<file path="config.mk">
export PLATFORM = sky130hd
export DESIGN_NAME = instr_fetch_queue
export DESIGN_NICKNAME = d
export VERILOG_FILES = /design/src/rtl/fetch_pkg.sv /design/src/rtl/fetch_fifo.sv /design/src/rtl/instr_fetch_queue.sv
export SDC_FILE = /design/constraint.sdc
export NUM_CORES = 1
export LEC_CHECK = 0
export BUFFER_PORTS_ARGS = -buffer_cell sky130_fd_sc_hd__buf_2
export CORE_MARGIN = 2
export CORE_UTILIZATION = 50
export CTS_CLUSTER_DIAMETER = 200
export DETAILED_ROUTE_END_ITERATION = 12
export HOLD_SLACK_MARGIN = 0.06
export PLACE_DENSITY = 0.71
export SLEW_MARGIN = 20
export SYNTH_ARGS = -nofsm -noshare
export SYNTH_HDL_FRONTEND = slang
export SYNTH_SLANG_ARGS = --single-unit
</file>
<file path="constraint.sdc">
create_clock -name clk -period 5.6 [get_ports clk]
set_clock_uncertainty 0.05 [all_clocks]
set_input_delay 1.12 -clock clk [delete_from_list [all_inputs] [get_ports clk]]
set_output_delay 1.12 -clock clk [all_outputs]
set_load 0.05 [all_outputs]
</file>
<file path="src/rtl/fetch_pkg.sv">
// Shared definitions for the instruction fetch queue: FSM encodings and fetch constants.
package fetch_pkg;

    typedef enum logic {
        FQ_HOLD = 1'b0,
        FQ_RUN  = 1'b1
    } fq_state_e;

    localparam logic [31:0] INSTR_NOP = 32'h0000_0013;
    localparam int          PC_INC    = 4;

endpackage

</file>
<file path="src/rtl/fetch_fifo.sv">
// Synchronous FIFO with clear; push is accepted while full when a pop happens in the same cycle.
module fetch_fifo #(
    parameter int WIDTH = 32,
    parameter int DEPTH = 4
) (
    input  logic                     clk,
    input  logic                     rst,
    input  logic                     clear,
    input  logic                     push,
    input  logic [WIDTH-1:0]         din,
    input  logic                     pop,
    output logic [WIDTH-1:0]         dout,
    output logic                     full,
    output logic                     empty,
    output logic [$clog2(DEPTH):0]   count
);
    localparam int AW = $clog2(DEPTH);

    logic [WIDTH-1:0] mem [DEPTH];
    logic [AW-1:0]    wr_ptr, rd_ptr;
    logic             do_push, do_pop;

    assign empty   = (count == '0);
    assign full    = (count == (AW+1)'(DEPTH));
    assign do_pop  = pop & ~empty;
    assign do_push = push & (~full | do_pop);
    assign dout    = mem[rd_ptr];

    always_ff @(posedge clk) begin
        if (rst || clear) begin
            wr_ptr <= '0;
            rd_ptr <= '0;
            count  <= '0;
        end else begin
            if (do_push) wr_ptr <= wr_ptr + 1'b1;
            if (do_pop)  rd_ptr <= rd_ptr + 1'b1;
            count <= count + (AW+1)'(do_push) - (AW+1)'(do_pop);
        end
    end

    // Storage needs no reset; pointers define validity.
    always_ff @(posedge clk) begin
        if (do_push && !(rst || clear)) mem[wr_ptr] <= din;
    end

endmodule

</file>
<file path="src/rtl/instr_fetch_queue.sv">
// Sequential instruction fetcher with in-order return queue and redirect flush.
// Optional macro FETCH_BYPASS_EN: zero-cycle forwarding of a return into an empty queue.
module instr_fetch_queue
    import fetch_pkg::*;
#(
    parameter int OPD_WIDTH = 32,
    parameter int PC_WIDTH  = 12,
    parameter int DEPTH     = 4
) (
    input  logic                 clk,
    input  logic                 rst,
    input  logic                 redirect,
    input  logic [PC_WIDTH-1:0]  redirect_pc,
    output logic                 mem_req,
    output logic [PC_WIDTH-1:0]  mem_addr,
    input  logic                 mem_gnt,
    input  logic                 mem_rvalid,
    input  logic [OPD_WIDTH-1:0] mem_rdata,
    output logic                 instr_valid,
    input  logic                 instr_ready,
    output logic [OPD_WIDTH-1:0] instr_out,
    output logic [OPD_WIDTH-1:0] instr_pc
);
    localparam int CW = $clog2(DEPTH) + 1;
    localparam int QW = OPD_WIDTH + PC_WIDTH;

    fq_state_e           state, state_nxt;
    logic [PC_WIDTH-1:0] fetch_pc, tag_head;
    logic [CW-1:0]       outstanding, discard, q_count;
    logic [QW-1:0]       q_head;
    logic                q_empty;
    logic                run, redir, grant, rv, rv_keep, byp, q_push, q_pop;
    logic                q_full_unused, t_full_unused, t_empty_unused;
    logic [CW-1:0]       t_count_unused;
    logic                redirect_pc_unused;

    assign redirect_pc_unused = ^redirect_pc[1:0];

    always_ff @(posedge clk) begin
        if (rst) state <= FQ_HOLD;
        else     state <= state_nxt;
    end

    always_comb begin
        state_nxt = state;
        if (state == FQ_HOLD) state_nxt = FQ_RUN;
    end

    assign run     = (state == FQ_RUN);
    assign redir   = run & redirect;
    // Credits cover queued plus in-flight entries so every kept return has a slot.
    assign mem_req = run & ~redirect &
                     (({1'b0, q_count} + {1'b0, outstanding}) < (CW+1)'(DEPTH));
    assign mem_addr = fetch_pc;
    assign grant    = mem_req & mem_gnt;
    assign rv       = mem_rvalid & (outstanding != '0);
    assign rv_keep  = rv & (discard == '0) & ~redirect;

`ifdef FETCH_BYPASS_EN
    assign byp = rv_keep & q_empty;
`else
    assign byp = 1'b0;
`endif

    assign q_push = rv_keep & ~(byp & instr_ready);
    assign q_pop  = ~q_empty & instr_ready;

    always_ff @(posedge clk) begin
        if (rst) begin
            fetch_pc    <= '0;
            outstanding <= '0;
            discard     <= '0;
        end else begin
            outstanding <= outstanding + CW'(grant) - CW'(rv);
            if (redir) begin
                fetch_pc <= {redirect_pc[PC_WIDTH-1:2], 2'b00};
                discard  <= outstanding + CW'(grant) - CW'(rv);
            end else begin
                if (grant)                  fetch_pc <= fetch_pc + PC_WIDTH'(PC_INC);
                if (rv && discard != '0)    discard  <= discard - 1'b1;
            end
        end
    end

    fetch_fifo #(.WIDTH(PC_WIDTH), .DEPTH(DEPTH)) u_tag_fifo (
        .clk   (clk),
        .rst   (rst),
        .clear (redir),
        .push  (grant),
        .din   (fetch_pc),
        .pop   (rv_keep),
        .dout  (tag_head),
        .full  (t_full_unused),
        .empty (t_empty_unused),
        .count (t_count_unused)
    );

    fetch_fifo #(.WIDTH(QW), .DEPTH(DEPTH)) u_data_fifo (
        .clk   (clk),
        .rst   (rst),
        .clear (redir),
        .push  (q_push),
        .din   ({mem_rdata, tag_head}),
        .pop   (q_pop),
        .dout  (q_head),
        .full  (q_full_unused),
        .empty (q_empty),
        .count (q_count)
    );

    assign instr_valid = ~q_empty | byp;

    always_comb begin
        instr_out = '0;
        instr_pc  = '0;
        if (!q_empty) begin
            instr_out = q_head[QW-1 -: OPD_WIDTH];
            instr_pc  = OPD_WIDTH'(q_head[PC_WIDTH-1:0]);
        end else if (byp) begin
            instr_out = mem_rdata;
            instr_pc  = OPD_WIDTH'(tag_head);
        end
    end

    a_rvalid_credit: assert property (@(posedge clk) disable iff (rst)
        !(mem_rvalid && outstanding == '0));

endmodule

</file>
-- Word level (Yosys, flattened, before mapping)
Memories as Yosys holds them, arrays and structs flattened. A register that Yosys moved wholly into a read port is not among the register bits.
Cells that the tools add are included.
- memory bits (read-only): 0
- output and inout bits: 78
- bits in writable memories: 224
- logic and storage cells: 76
- latch bits: 0
- register bits: 33
- memories kept: 2
- multiply operators: 0
- muxes and demuxes: 15
- divide/modulo/power cells: 0
- add/subtract/negate cells: 13
- eq/ne operators: 2
- bitwise operators: 19
- $lt $le $gt $ge: 1
- shift-type cells: 0
- reduce and logical (&&, ||, !) cells: 13
- memory list (name ; depth ; width ; read ports ; clocked after Yosys merged registers in ; write ports ; RTL line ; source):
    u_data_fifo.mem ; 4 ; 44 ; 1 ; 1 ; 1 ; fetch_fifo.sv:19 ; logic [WIDTH-1:0] mem [DEPTH];
    u_tag_fifo.mem ; 4 ; 12 ; 1 ; 1 ; 1 ; fetch_fifo.sv:19 ;
- operator list (kind ; number):
    $mux 12 ; 3
    $mux 32 ; 1
    $add 12x3->12 const B ; 1
    $and 1x1->1 ; 12
    $add 3x1->3 ; 3
    $logic_not 3->1 ; 3
    $sub 3x1->3 ; 3
    $add 2x1->2 const B ; 4
    $mux 2 ; 4
    $eq 3x3->1 const B ; 2
    $mux 3 ; 2
    $reduce_bool 3->1 ; 2
    $mux 1 ; 5
    $not 1->1 ; 5
    $add 3x3->4 ; 1
    $lt 4x3->1 const B ; 1
    $reduce_bool 2->1 ; 2
    $logic_and 1x1->1 ; 3
    $sub 3x1->3 const B ; 1
    $or 1x1->1 ; 2
    $reduce_or 2->1 ; 1
    $logic_not 1->1 ; 1
    $logic_or 1x1->1 ; 1

-- Longest topological paths before layout
- depth in word-level cells: 10
- gate-level depth with buffers: 12
- mapped depth without buffers: 12

-- Modules after synthesis
Synthesis repeated with hierarchy kept, for this count alone.
- cell total of the unflattened synthesis: 571
- area total of the unflattened synthesis: 10545.1 um^2
- by module, submodules not included (module ; area an instance (um^2) ; seq. area each (um^2) ; cells an instance ; instances):
    fetch_fifo at u_data_fifo ; 6882.9 ; 5465.2 ; 277 ; 1
    fetch_fifo at u_tag_fifo ; 2220.9 ; 1621.6 ; 109 ; 1
    instr_fetch_queue ; 1441.4 ; 340.3 ; 185 ; 1

-- Worst setup path before layout
Ideal clock, no wire load.
- kind: in2reg
- from: input port redirect
- to: register discard[2]
- path buffers: 1
- data arrival time: 3.015 ns
- stages: 11
- required time: 5.415 ns
- setup slack: 2.399 ns
- setup time: 0.135 ns
- cells stage by stage: nor3b_4 -> and4_1 -> buf_4 -> inv_2 -> ha_1 -> inv_1 -> ha_1 -> fa_1 -> xnor2_1 -> a31oi_1 -> a21boi_0
- cells in the longest elaborated chain, start to end: 7
- RTL lines (item ; RTL line ; source):
    start: declaration ; instr_fetch_queue.sv:12 ; input logic redirect,
    $not 1->1 ; instr_fetch_queue.sv:52 ; assign mem_req = run & ~redirect &
    $and 1x1->1 (2 in a row) ; instr_fetch_queue.sv:52 ;
    $and 1x1->1 ; instr_fetch_queue.sv:55 ; assign grant = mem_req & mem_gnt;
    $add 3x1->3 ; instr_fetch_queue.sv:77 ; discard <= outstanding + CW'(grant) - CW'(rv);
    $sub 3x1->3 ; instr_fetch_queue.sv:77 ;
    $mux 3 ; instr_fetch_queue.sv:75 ; if (redir) begin
    end signal: assignment ; instr_fetch_queue.sv:77 ;
    end signal: assignment ; instr_fetch_queue.sv:80 ; if (rv && discard != '0) discard <= discard - 1'b1;
    end: declaration ; instr_fetch_queue.sv:29 ; logic [CW-1:0] outstanding, discard, q_count;
Parallel ways exist; a longest one is shown, timed or not.
A chain may end at the register's enable or synchronous reset.

==> out/results.tsv <==
metric	value	unit
yosys.area.top_type	edfxtp_1	
synthSimpleGateAreaFrac	6.90	%
layout_commonest_cell	edfxtp_1	
antenna_found_initial	1	
cts_root_buffer	clkbuf_16	
synth_top_family_by_area	multiplexers	
synth_edf_count	208	
min_path_type	register to register	
die_h	144	µm
setup_viol	0	
p_sw_share	33.8	%
hold_buffers	0	
clk_latency	0.51	ns
startpoint_type	register	
path_max_fanout	28	
yosys-mux-area-fraction	12.2	%
max_freq	275	MHz
routed_wl	17200	µm
synth_cells	552	
relSlewSlack	40.6	%
die_w	144	µm
maxSlewViolCount	0	
pin_count	128	
reg2regPathDepth	11	
placed_cell_area	10600	µm²
finalHoldViolations	0	
dpl.hpwl	10500	µm
reg2reg_to	discard[2]	
cts_buffers	25	
async_reset_ff_share	0	%
totalNegativeSetupSlack	0	ns
drcViolationCount	0	
rows	51	
portBuffers	101	
holdPathEnd	u_tag_fifo.wr_ptr[1]	
drt_iter0_markers	278	
grt_setup_unrepaired	false	
status	complete, no violations	
cp_slowest_cell	dfxtp_4	
end_kind	output port	
drv_cap	0	
worstReg2RegStart	outstanding[1]	
fin_nets	731	
final.period_utilization	65.0	%
synth_top_flop_cell	edfxtp_1	
required	4.43	ns
synth_seq_cells	243	
clk_pin_slew	0.06	ns
area_delta_synth_final	14.4	%
p_sw	1.67	mW
tightest_slew	0.891	ns
wire_per_inst	18.2	µm
detail-route-antenna-nets	0	
die_area	20900	µm²
final_area	11300	µm²
crit_chain	buf_4 -> mux4_2 -> and2_1 -> buf_2	
final_layout_size_suffix_gt1_share	30.2	%
cts_sinks	243	
clock_power_share	29.7	%
grt_overflow	0	
clock_path_buffers	3	
cellLeakagePower	3.98	nW
arrival	2.47	ns
seq_area	6950	µm²
grt_pass1_vias	5135	
seq_area_frac_synth	70.4	%
initial_core_util	50.9	%
sequentialPowerShare	42.8	%
hold_depth	2	
fin_crit	3.64	ns
peakVddDrop	0.219	mV
combinationalPowerShare	27.5	%
core-area	19400	µm²
synth_compound_area_share	2.36	%
p_int	3.27	mW
r2r_setup_slack	2.60	ns
vias_per_cell	5.28	
grt_max_degree	46	
gp_congestion	0.863	
cts_setup_buffers	0	
synth_top_area_share	63.3	%
fill_cells	1524	
track_usage	16.6	%
synth_cell_types	44	
tritoncts	done	
netlist_area	9870	µm²
via_count	4981	
synth_area_leaders	edfxtp_1 (63%), mux4_2 (12%), dfxtp_1 (7.1%)	
crit_type	register to output port	
synthXorXnorAreaFrac	1.51	%
drt_first_pass_iters	4	
synth_fa_ha_area_share	3.02	%
multi_input_area	2670	µm²
ys_warn_count	0	
powerDensity	438	nW/µm²
final_cell_mix	edfxtp_1 (208), buf_2 (101), mux4_2 (52), and2_1 (47), dfxtp_1 (33)	
h-tree-depth	1	
grt_pass1_wl	26600	µm
hold_path.startpoint	u_tag_fifo.wr_ptr[1]	
syn_avg_cell_area	17.9	µm²
critPathMaxStageDelay	0.71	ns
cts_resized	0	
-- how the worst max path moves through the flow --
stage | depth (start not counted) | slack [ns] | to
2_1_floorplan | 11 | 2.40 | discard[2]
3_3_place_gp | 11 | 2.01 | discard[2]
3_5_place_dp | 11 | 1.93 | discard[2]
4_1_cts | 4 | 1.51 | instr_pc[4]
5_1_grt | 4 | 1.79 | instr_out[22]
6_report | 4 | 1.96 | instr_pc[4]
-- flip-flops by register name, indices dropped and copies added (netlist names), named ones only --
signal	count
discard	3
mem_addr	10
outstanding	3
run	1
u_data_fifo.count	3
u_data_fifo.mem	168
u_data_fifo.rd_ptr	2
u_data_fifo.wr_ptr	2
u_tag_fifo.count	3
u_tag_fifo.mem	40
u_tag_fifo.rd_ptr	2
u_tag_fifo.wr_ptr	2
-- logic make-up (layout without fill, tap and decap cells) --
group | Yosys count | in the layout
AND/OR/NAND/NOR | 107 | 107
adder cells (fa/ha/maj) | 22 | 22
other | 1 | 25
XOR/XNOR | 17 | 17
AO/OA/AOI/OAI | 39 | 39
flip-flops | 243 | 243
buffers and inverters | 68 | 171
multiplexers | 55 | 55
-- cell usage after synthesis, drive strengths merged (2+ instances only) --
library cell	n
mux4	52
and4	3
a31oi	5
dfxtp	35
or3	5
inv	21
nor2	15
xnor2	11
xor2	6
nand2	6
nand4	6
nand3	6
nor3	3
clkbuf	15
buf	32
o21ai	17
and2	47
a21oi	11
fa	3
ha	19
mux2i	2
edfxtp	208
and3	10
-- power groups by stage --
| stage | logic (mW) | clock network (mW) | registers [mW] |
|---|---|---|---|
| finish | 1.36 | 1.47 | 2.11 |
| global route | 1.46 | 1.58 | 2.13 |
| CTS | 1.38 | 1.50 | 2.12 |
| detailed placement | 1.38 | 0 | 2.15 |
| global placement | 1.35 | 0 | 2.15 |
| floorplan | 1.11 | 0 | 2.12 |
-- per-stage QoR --
step / power (mW) / cells / hold WS (ns) / util (%) / worst slack (ns)
CTS: 5.00 / 943 / 0.486 / 58.1 / 1.51
detailed placement: 3.53 / 897 / 0.471 / 54.4 / 1.93
global placement: 3.50 / 897 / 0.448 / 54.3 / 2.01
finish: 4.94 / 944 / 0.490 / 58.2 / 1.96
floorplan: 3.23 / 575 / 0.434 / - / 2.40
global route: 5.17 / 944 / 0.515 / 58.2 / 1.79
-- layer usage --
metal / part of all wire [%] / routed length [µm] / global-route usage [%]
met2: 50 / 8600 / 28.6
met4: 1.9 / 325 / 4.45
met5: 0 / 0 / 0
met1: 43 / 7440 / 22.2
met3: 4.8 / 824 / 2.65
-- worst max-delay path, delay by kind of cell, from the launching register on --
family,cells,cell delay [ns]
flip-flops,1,0.71
buffers and inverters,2,0.53
multiplexers,1,0.53
AND/OR/NAND/NOR,1,0.17
-- final cells by class --
type / count / share of cell area [%]
sequential: 243 / 61.6
clock buffer: 35 / 5.88
antenna: 1 / 0.0222
multi-input combinational: 264 / 23.6
timing repair buffer: 104 / 4.68
tap: 265 / 2.94
clock inverter: 11 / 0.532
inverter: 21 / 0.698
No activity file was read; power rests on OpenSTA's default activity.
